[src/rtl/vxe_vpu_regf_pkg.sv]
// Shared constants for the VPU per-thread register file: register index map and widths.
package vxe_vpu_regf_pkg;

    localparam int unsigned VPU_ACC_W  = 32;
    localparam int unsigned VPU_VL_W   = 20;
    localparam int unsigned VPU_ADDR_W = 38;
    localparam int unsigned VPU_TH_W   = 3;

    localparam logic [2:0] VPU_REG_IDX_ACC = 3'd0;
    localparam logic [2:0] VPU_REG_IDX_VL  = 3'd1;
    localparam logic [2:0] VPU_REG_IDX_EN  = 3'd2;
    localparam logic [2:0] VPU_REG_IDX_RS  = 3'd3;
    localparam logic [2:0] VPU_REG_IDX_RT  = 3'd4;
    localparam logic [2:0] VPU_REG_IDX_RD  = 3'd5;
    localparam logic [2:0] VPU_REG_IDX_IGN = 3'd7;

endpackage

[src/rtl/vxe_vpu_regf_thread.sv]
// One thread's VPU register set. Merges ECU write, acc write-back and element advance
// (ECU > write-back > advance on the same register) and keeps a registered active flag.
module vxe_vpu_regf_thread
    import vxe_vpu_regf_pkg::*;
#(
    parameter int unsigned ACC_W  = VPU_ACC_W,
    parameter int unsigned VL_W   = VPU_VL_W,
    parameter int unsigned ADDR_W = VPU_ADDR_W
) (
    input  logic              clk,
    input  logic              rst,
    input  logic              wr_en,
    input  logic [2:0]        ridx,
    input  logic [ADDR_W-1:0] data,
    input  logic              adv,
    input  logic              acc_we,
    input  logic [ACC_W-1:0]  acc_data,
    output logic [ACC_W-1:0]  acc_q,
    output logic [VL_W-1:0]   vl_q,
    output logic              en_q,
    output logic [ADDR_W-1:0] rs_q,
    output logic [ADDR_W-1:0] rt_q,
    output logic [ADDR_W-1:0] rd_q,
    output logic [ACC_W-1:0]  acc_d,
    output logic [VL_W-1:0]   vl_d,
    output logic              en_d,
    output logic [ADDR_W-1:0] rs_d,
    output logic [ADDR_W-1:0] rt_d,
    output logic [ADDR_W-1:0] rd_d,
    output logic              active_q
);

    // Next state: apply lowest priority first so later assignments win.
    always_comb begin
        acc_d = acc_q;
        vl_d  = vl_q;
        en_d  = en_q;
        rs_d  = rs_q;
        rt_d  = rt_q;
        rd_d  = rd_q;
        if (adv) begin
            rs_d = rs_q + ADDR_W'(1);
            rt_d = rt_q + ADDR_W'(1);
            rd_d = rd_q + ADDR_W'(1);
            vl_d = (vl_q != '0) ? vl_q - VL_W'(1) : '0;
        end
        if (acc_we) begin
            acc_d = acc_data;
        end
        if (wr_en) begin
            case (ridx)
                VPU_REG_IDX_ACC: acc_d = data[ACC_W-1:0];
                VPU_REG_IDX_VL:  vl_d  = data[VL_W-1:0];
                VPU_REG_IDX_EN:  en_d  = data[0];
                VPU_REG_IDX_RS:  rs_d  = data;
                VPU_REG_IDX_RT:  rt_d  = data;
                VPU_REG_IDX_RD:  rd_d  = data;
                default: ;  // reserved and IGN indices drop the write
            endcase
        end
    end

    // Storage and active flag; active is taken from the post-update state.
    always_ff @(posedge clk) begin
        if (rst) begin
            acc_q    <= '0;
            vl_q     <= '0;
            en_q     <= 1'b0;
            rs_q     <= '0;
            rt_q     <= '0;
            rd_q     <= '0;
            active_q <= 1'b0;
        end else begin
            acc_q    <= acc_d;
            vl_q     <= vl_d;
            en_q     <= en_d;
            rs_q     <= rs_d;
            rt_q     <= rt_d;
            rd_q     <= rd_d;
            active_q <= en_d && (vl_d != '0);
        end
    end

endmodule

[src/rtl/vxe_vpu_regf.sv]
// VPU per-thread register file with registered read port.
// Optional macro VXE_VPU_REGF_BYPASS_EN: read port forwards same-cycle updates.
module vxe_vpu_regf
    import vxe_vpu_regf_pkg::*;
#(
    parameter int unsigned NTHREADS = 8,
    parameter int unsigned ACC_W    = VPU_ACC_W,
    parameter int unsigned VL_W     = VPU_VL_W,
    parameter int unsigned ADDR_W   = VPU_ADDR_W,
    parameter int unsigned TH_W     = VPU_TH_W
) (
    input  logic                clk,
    input  logic                rst,
    input  logic [TH_W-1:0]     i_th,
    input  logic [2:0]          i_ridx,
    input  logic                i_wr_en,
    input  logic [ADDR_W-1:0]   i_data,
    input  logic                i_adv,
    input  logic [TH_W-1:0]     i_adv_th,
    input  logic                i_acc_we,
    input  logic [TH_W-1:0]     i_acc_th,
    input  logic [ACC_W-1:0]    i_acc_data,
    input  logic [TH_W-1:0]     i_rd_th,
    output logic [ACC_W-1:0]    o_acc,
    output logic [VL_W-1:0]     o_vl,
    output logic                o_en,
    output logic [ADDR_W-1:0]   o_rs,
    output logic [ADDR_W-1:0]   o_rt,
    output logic [ADDR_W-1:0]   o_rd,
    output logic [NTHREADS-1:0] o_active
);

`ifdef VXE_VPU_REGF_BYPASS_EN
    localparam bit Bypass = 1'b1;
`else
    localparam bit Bypass = 1'b0;
`endif

    logic [ACC_W-1:0]  acc_q [NTHREADS];
    logic [VL_W-1:0]   vl_q  [NTHREADS];
    logic              en_q  [NTHREADS];
    logic [ADDR_W-1:0] rs_q  [NTHREADS];
    logic [ADDR_W-1:0] rt_q  [NTHREADS];
    logic [ADDR_W-1:0] rd_q  [NTHREADS];
    logic [ACC_W-1:0]  acc_d [NTHREADS];
    logic [VL_W-1:0]   vl_d  [NTHREADS];
    logic              en_d  [NTHREADS];
    logic [ADDR_W-1:0] rs_d  [NTHREADS];
    logic [ADDR_W-1:0] rt_d  [NTHREADS];
    logic [ADDR_W-1:0] rd_d  [NTHREADS];
    logic [NTHREADS-1:0] active;

    for (genvar g = 0; g < NTHREADS; g++) begin : g_thread
        vxe_vpu_regf_thread #(
            .ACC_W  (ACC_W),
            .VL_W   (VL_W),
            .ADDR_W (ADDR_W)
        ) u_thread (
            .clk      (clk),
            .rst      (rst),
            .wr_en    (i_wr_en && (i_th == TH_W'(g))),
            .ridx     (i_ridx),
            .data     (i_data),
            .adv      (i_adv && (i_adv_th == TH_W'(g))),
            .acc_we   (i_acc_we && (i_acc_th == TH_W'(g))),
            .acc_data (i_acc_data),
            .acc_q    (acc_q[g]),
            .vl_q     (vl_q[g]),
            .en_q     (en_q[g]),
            .rs_q     (rs_q[g]),
            .rt_q     (rt_q[g]),
            .rd_q     (rd_q[g]),
            .acc_d    (acc_d[g]),
            .vl_d     (vl_d[g]),
            .en_d     (en_d[g]),
            .rs_d     (rs_d[g]),
            .rt_d     (rt_d[g]),
            .rd_d     (rd_d[g]),
            .active_q (active[g])
        );
    end

    assign o_active = active;

    // Registered read mux; bypass selects the post-priority next state of the read thread.
    always_ff @(posedge clk) begin
        if (rst) begin
            o_acc <= '0;
            o_vl  <= '0;
            o_en  <= 1'b0;
            o_rs  <= '0;
            o_rt  <= '0;
            o_rd  <= '0;
        end else begin
            o_acc <= Bypass ? acc_d[i_rd_th] : acc_q[i_rd_th];
            o_vl  <= Bypass ? vl_d[i_rd_th]  : vl_q[i_rd_th];
            o_en  <= Bypass ? en_d[i_rd_th]  : en_q[i_rd_th];
            o_rs  <= Bypass ? rs_d[i_rd_th]  : rs_q[i_rd_th];
            o_rt  <= Bypass ? rt_d[i_rd_th]  : rt_q[i_rd_th];
            o_rd  <= Bypass ? rd_d[i_rd_th]  : rd_q[i_rd_th];
        end
    end

endmodule

[config.mk]
export PLATFORM = sky130hd
export DESIGN_NAME = vxe_vpu_regf
export DESIGN_NICKNAME = d
export VERILOG_FILES = /design/src/rtl/vxe_vpu_regf_pkg.sv /design/src/rtl/vxe_vpu_regf_thread.sv /design/src/rtl/vxe_vpu_regf.sv
export SDC_FILE = /design/constraint.sdc
export NUM_CORES = 2
export LEC_CHECK = 0
export CAP_MARGIN = 20
export CORE_UTILIZATION = 45
export CTS_CLUSTER_DIAMETER = 60
export CTS_CLUSTER_SIZE = 28
export DETAILED_ROUTE_END_ITERATION = 12
export PLACE_DENSITY = 0.69
export SLEW_MARGIN = 20
export SYNTH_ARGS = -nofsm -noshare
export SYNTH_HDL_FRONTEND = slang
export SYNTH_SLANG_ARGS = --single-unit
[constraint.sdc]
create_clock -name clk -period 3.63 [get_ports clk]
set_clock_uncertainty 0.15 [all_clocks]
set_input_delay 0.726 -clock clk [delete_from_list [all_inputs] [get_ports clk]]
set_output_delay 0.726 -clock clk [all_outputs]
set_load 0.01 [all_outputs]
# Yosys cells after proc, flatten, opt, wreduce, memory -nomap -nowiden

Index checks and enable logic that the tools add are counted.

Register bits: 1511
Latch bits: 0
Memory bits (writable): 0
Bits in read-only memories: 0
Bits of input ports: 90
Memories: 0

$add $sub $neg: 32
Multiply operators: 0
Divide/modulo/power cells: 0
Order comparisons: 1
Eq/ne operators: 26
Shift operators: 0
Multiplexer cells: 162
Bitwise operators: 1
Reductions and logical operators: 52

Operators by type and width:

| operator                                                  | number |
|---|---|
| two-way mux 38 bit                                        | 78 |
| adder 38 x 1 -> 38 bit (second input constant)            | 24 |
| two-way mux 32 bit                                        | 26 |
| two-way mux 20 bit                                        | 34 |
| binary-select mux 38 bit (select 3 bit)                   | 3 |
| nonzero test 20 bit                                       | 16 |
| subtractor 20 x 1 -> 20 bit (second input constant)       | 8 |
| binary-select mux 32 bit (select 3 bit)                   | 1 |
| binary-select mux 20 bit (select 3 bit)                   | 1 |
| == test 3 bit (second input constant)                     | 14 |
| logical AND 1 bit                                         | 32 |
| == test 3 x 2 -> 1 bit (second input constant)            | 8 |
| two-way mux 1 bit                                         | 18 |
| == test 3 x 1 -> 1 bit (second input constant)            | 4 |
| logical NOT 3 bit                                         | 4 |
| greater-or-equal comparator 4 bit (second input constant) | 1 |
| NOT 3 -> 4 bit                                            | 1 |
| binary-select mux 1 bit (select 3 bit)                    | 1 |

# Logic depth before layout (Yosys ltp)

Depth after elaboration: 7
Gate-level depth with buffers: 11
Depth with buffers taken out: 10

# By module

A second synthesis with hierarchy kept.

Cell total of the unflattened synthesis: 10539
Area, all modules: 88492.4 um2

Modules (own cells, without submodules):

| module                                          | instances | cells each | area each (um2) | seq. area each (um2) |
|---|---|---|---|---|
| vxe_vpu_regf_thread at g_thread[0].u_thread ... | 5         | 1205       | 9361.5          | 3363.2 |
| vxe_vpu_regf_thread at g_thread[5].u_thread ... | 3         | 1176       | 9213.8          | 3363.2 |
| vxe_vpu_regf                                    | 1         | 986        | 14043.5         | 3343.2 |

# Worst setup path after synthesis

No wires, ideal clock.

Path type: input -> register
From: in i_adv
To: reg g_thread[3].u_thread.active_q
Library setup time: 125 ps
Arrival: 3001 ps
Setup slack: 354 ps
Cell stages on the path: 10
Buffers on the path: 2
Cells stage by stage: clkbuf_1 and4b_1 buf_2 nand2_1 or3_1 xnor2_1 or4_1 a21oi_1 nand4_1 o41a_1

Word-level cells in the longest chain between the ends: 6

RTL lines:

| item                    | RTL line                  | text |
|---|---|---|
| start: declaration      | vxe_vpu_regf.sv:18        | `input logic i_adv,` |
| logical AND 1 bit (*)   | vxe_vpu_regf.sv:64        | `.adv (i_adv && (i_adv_th == TH_W'(g))),` |
| two-way mux 20 bit (*)  | vxe_vpu_regf_thread.sv:41 | `if (adv) begin` |
| two-way mux 20 bit      | vxe_vpu_regf_thread.sv:51 | `case (ridx)` |
| two-way mux 20 bit (*)  | vxe_vpu_regf_thread.sv:50 | `if (wr_en) begin` |
| nonzero test 20 bit (*) | vxe_vpu_regf_thread.sv:80 | `active_q <= en_d && (vl_d != '0);` |
| logical AND 1 bit (*)   | vxe_vpu_regf_thread.sv:80 |  |
| end signal: assignment  | vxe_vpu_regf_thread.sv:80 |  |
| end: declaration        | vxe_vpu_regf_thread.sv:30 | `output logic active_q` |

Every way passes the cells marked *; elsewhere a longest branch is shown, timed or not.
A chain may end at the register's enable or synchronous reset.

# Worst setup path in the final report

From: reg g_thread[3].u_thread.vl_q[5]
To: reg g_thread[3].u_thread.active_q

Word-level cells in the longest chain between the ends: 7

RTL lines:

| item                                                                      | RTL line                  | text |
|---|---|---|
| start: declaration                                                        | vxe_vpu_regf_thread.sv:19 | `output logic [VL_W-1:0] vl_q,` |
| start signal: assignment                                                  | vxe_vpu_regf_thread.sv:75 | `vl_q <= vl_d;` |
| subtractor 20 x 1 -> 20 bit / nonzero test 20 bit (equally long branches) | vxe_vpu_regf_thread.sv:45 | `vl_d = (vl_q != '0) ? vl_q - VL_W'(1) : '0;` |
| two-way mux 20 bit                                                        | vxe_vpu_regf_thread.sv:45 |  |
| two-way mux 20 bit (*)                                                    | vxe_vpu_regf_thread.sv:41 |  |
| two-way mux 20 bit                                                        | vxe_vpu_regf_thread.sv:51 |  |
| two-way mux 20 bit (*)                                                    | vxe_vpu_regf_thread.sv:50 |  |
| nonzero test 20 bit (*)                                                   | vxe_vpu_regf_thread.sv:80 |  |
| logical AND 1 bit (*)                                                     | vxe_vpu_regf_thread.sv:80 |  |

Marks and branches as above.

==> reports/results.ini <==
[placed_design]
port_buffers=264
post-place-ws_ns=-0.420
gp_congestion=0.991
dp_hpwl_um=206000
place_area_um2=90500

[flow_run]
maxCapViolCount=0

[sta]
finalWorstSetupSlack_ns=0.134
tightestPinTransition_ns=1.18
rsz0062_at_grt=false
max_slew_margin_pct=21.2
post-route-period-util_pct=96.3
slew_violations=0
tns_ns=0
min_period_ns=3.50
hold_viol=0
timing.fmax_ghz=0.286
setup_viol=0
holdWs_ns=0.213

[synth]
synthTopCellsByCount=nor2_1 (1,747), dfxtp_1 (1,511), a211oi_1 (1,041)
ys.flop_type=dfxtp_1
synth-edff-count=0
syn_nets=9395
yosysTopAreaCell=dfxtp_1
syn_area_um2=82100
syn_inst=9265
async_flop_share_pct=0
yosysMostFrequentCell=nor2_1
ys_seq_elements=1511
synth_area_leaders=dfxtp_1 (37%), a211oi_1 (9.5%), mux4_2 (9.1%)
ys_seq_area_share_pct=36.9
ys_types=86
ys_warn_count=0
yosysTopAreaCellShare_pct=36.9
syn_area_per_cell_um2=8.86

[detailed_routing]
routed_wl_um=297000
via_count=74600
drcViolationCount=0
drt_iter0_drc=8163
viasPerCell=6.22
wire_per_inst_um=24.7
drtPass1Iterations=6
ant_nets=0

[clock_tree]
clockBufferDepth=3
cts_buffers=134
clockRootBuffer=clkbuf_16
clkLatencyLatePin_ns=0.83
cts_num_sinks=1511
post-cts-setup-buffers=0
holdBufCountCts=0
cts.clk_slew.worst_paths_ns=0.07
cts_max_level=4
cts_resized=0
cts_tree=yes

[critical_path]
r2r_cells=8
critPathKind=register to register
startpoint_type=register
regToRegSetupSlack_ns=0.13
path_max_fanout=6
rr_endpoint=g_thread[3].u_thread.active_q
cp.arrival_ns=4.04
required_ns=4.17
cp-end-kind=register
r2r_start=g_thread[3].u_thread.vl_q[5]

[floorplan]
core_area_um2=181000
dieWidth_um=429
die_area_um2=184000
die_h_um=429
rows=156
start_util_pct=45.4
io_pins=265

[final_layout]
area_growth_syn_to_layout_pct=16.2
seq_area_um2=30200
final_nets=9647
multi_input_area_um2=48500
final_area_um2=95400
layout-drive-gt1-share_pct=14.1
fillCellCount=16100

[global_route]
met1_usage_pct=40.9
grt-ovfl-total=0
grt_pass1_wl_um=446000
grt_max_degree=98
use_met2_pct=48.3
grt_usage_pct=31.3
grt_busiest_layer=met2
use_met3_pct=5.84
grt_pass1_vias=70700
antenna_found_initial=14

[run_status]
status=finished, final reports clean

[power_and_ir_drop]
power.leakage_uw=0.0346
finalPower_uw=36600
power_density_nw_per_um2=383
vdd_drop_max_mv=0.365

[worst_hold_path]
min_to=o_acc[18]
min_from=i_rd_th[2]
hold_path.class=primary input to register
hold_path_depth=3

kinds of logic (layout without fill, tap and decap cells):
kind of cell               count (synthesis)  count (layout)  synth area share, %
AOI/OAI and AO/OA                       1484            1484                 13.3
DFF                                     1511            1511                 36.9
muxes                                    763             763                 14.4
other                                      0               5                    0
buffers and inverters                    888            1250                 4.18
adders and majority gates                 40              40                0.610
xor gates and xnor gates                 945             945                 10.1
and+or+nand+nor                         3634            3634                 20.6
final cells by class:
type                       instances  share of cell area [%]
clock inverter                   100                    1.38
clock buffer                     146                    3.69
antenna                            5                  0.0131
timing repair buffer             928                    8.91
inverter                          76                   0.299
multi-input combinational       6866                    50.9
sequential                      1511                    31.7
tap                             2370                    3.11
power breakdown:
| part | internal (uW) | switching (uW) | leakage, uW |
|---|---|---|---|
| sequential | 16800 | 317 | 0.0122 |
| clock | 8090 | 7850 | 0.00233 |
| combinational | 1310 | 2170 | 0.0201 |
| total | 26200 | 10300 | 0.0346 |
stage by stage:
stage / instances / utilization, %
finish: 12000 / 52.7
global route: 12000 / 52.7
CTS: 12000 / 52.7
detailed placement: 11800 / 50.0
global placement: 11800 / 50.0
floorplan: 9265 / -
state kept, by name (all words and copies together), names as in the netlist:
| name | cells |
|---|---|
| g_thread.u_thread.acc_q | 256 |
| g_thread.u_thread.active_q | 8 |
| g_thread.u_thread.en_q | 8 |
| g_thread.u_thread.rd_q | 304 |
| g_thread.u_thread.rs_q | 304 |
| g_thread.u_thread.rt_q | 304 |
| g_thread.u_thread.vl_q | 160 |
| o_acc | 32 |
| o_en | 1 |
| o_rd | 38 |
| o_rs | 38 |
| o_rt | 38 |
| o_vl | 20 |
cells in the final DEF, fill, tap and decap left out, types with 32 or more instances in the layout:
cell type	n
nand2_1	495
a211oi_1	1041
clkbuf_16	138
mux2i_1	427
o21ai_0	111
xnor2_1	317
buf_2	32
ha_1	40
nand4_1	212
inv_1	76
xor2_1	628
and2_1	40
or3_1	106
a22oi_1	69
and4_1	82
dfxtp_1	1511
nor2_1	1747
nand2_2	32
clkdlybuf4s50_1	227
a311oi_1	103
nor4_1	68
nor2b_1	38
a21oi_1	71
nor3_1	156
buf_12	81
nand3_1	351
and3_1	159
buf_4	584
mux4_2	333
worst max-delay path: stages (launching register included):
cell and delay (ns):
dfxtp_1 0.37, or4_1 0.58, or3_1 0.44, or3_1 0.43, xnor2_1 0.17, or4_1 0.55, a21oi_1 0.17, nand4_1 0.12
o41a_1 0.39
per-layer routing:
metal  part of all wire (%)  wire (um)
met1                     40     119000
met2                     44     132000
met3                    9.1      27100
met4                    6.4      19000
met5                  0.036        106
worst max path at each step:
stage                                             from                             to  slack, ns  cells after the start
after floorplan                                  i_adv  g_thread[3].u_thread.active_q       0.35                     10
after global placement                     i_adv_th[0]  g_thread[3].u_thread.rt_q[15]      -0.37                     13
after detailed placement                   i_adv_th[0]  g_thread[1].u_thread.rd_q[36]      -0.42                     13
after CTS                 g_thread[3].u_thread.vl_q[5]  g_thread[3].u_thread.active_q       0.16                      8
after global routing      g_thread[3].u_thread.vl_q[5]  g_thread[3].u_thread.active_q       0.09                      8
final                     g_thread[3].u_thread.vl_q[5]  g_thread[3].u_thread.active_q       0.13                      8
Note: power is estimated with default switching activity, not from simulation.
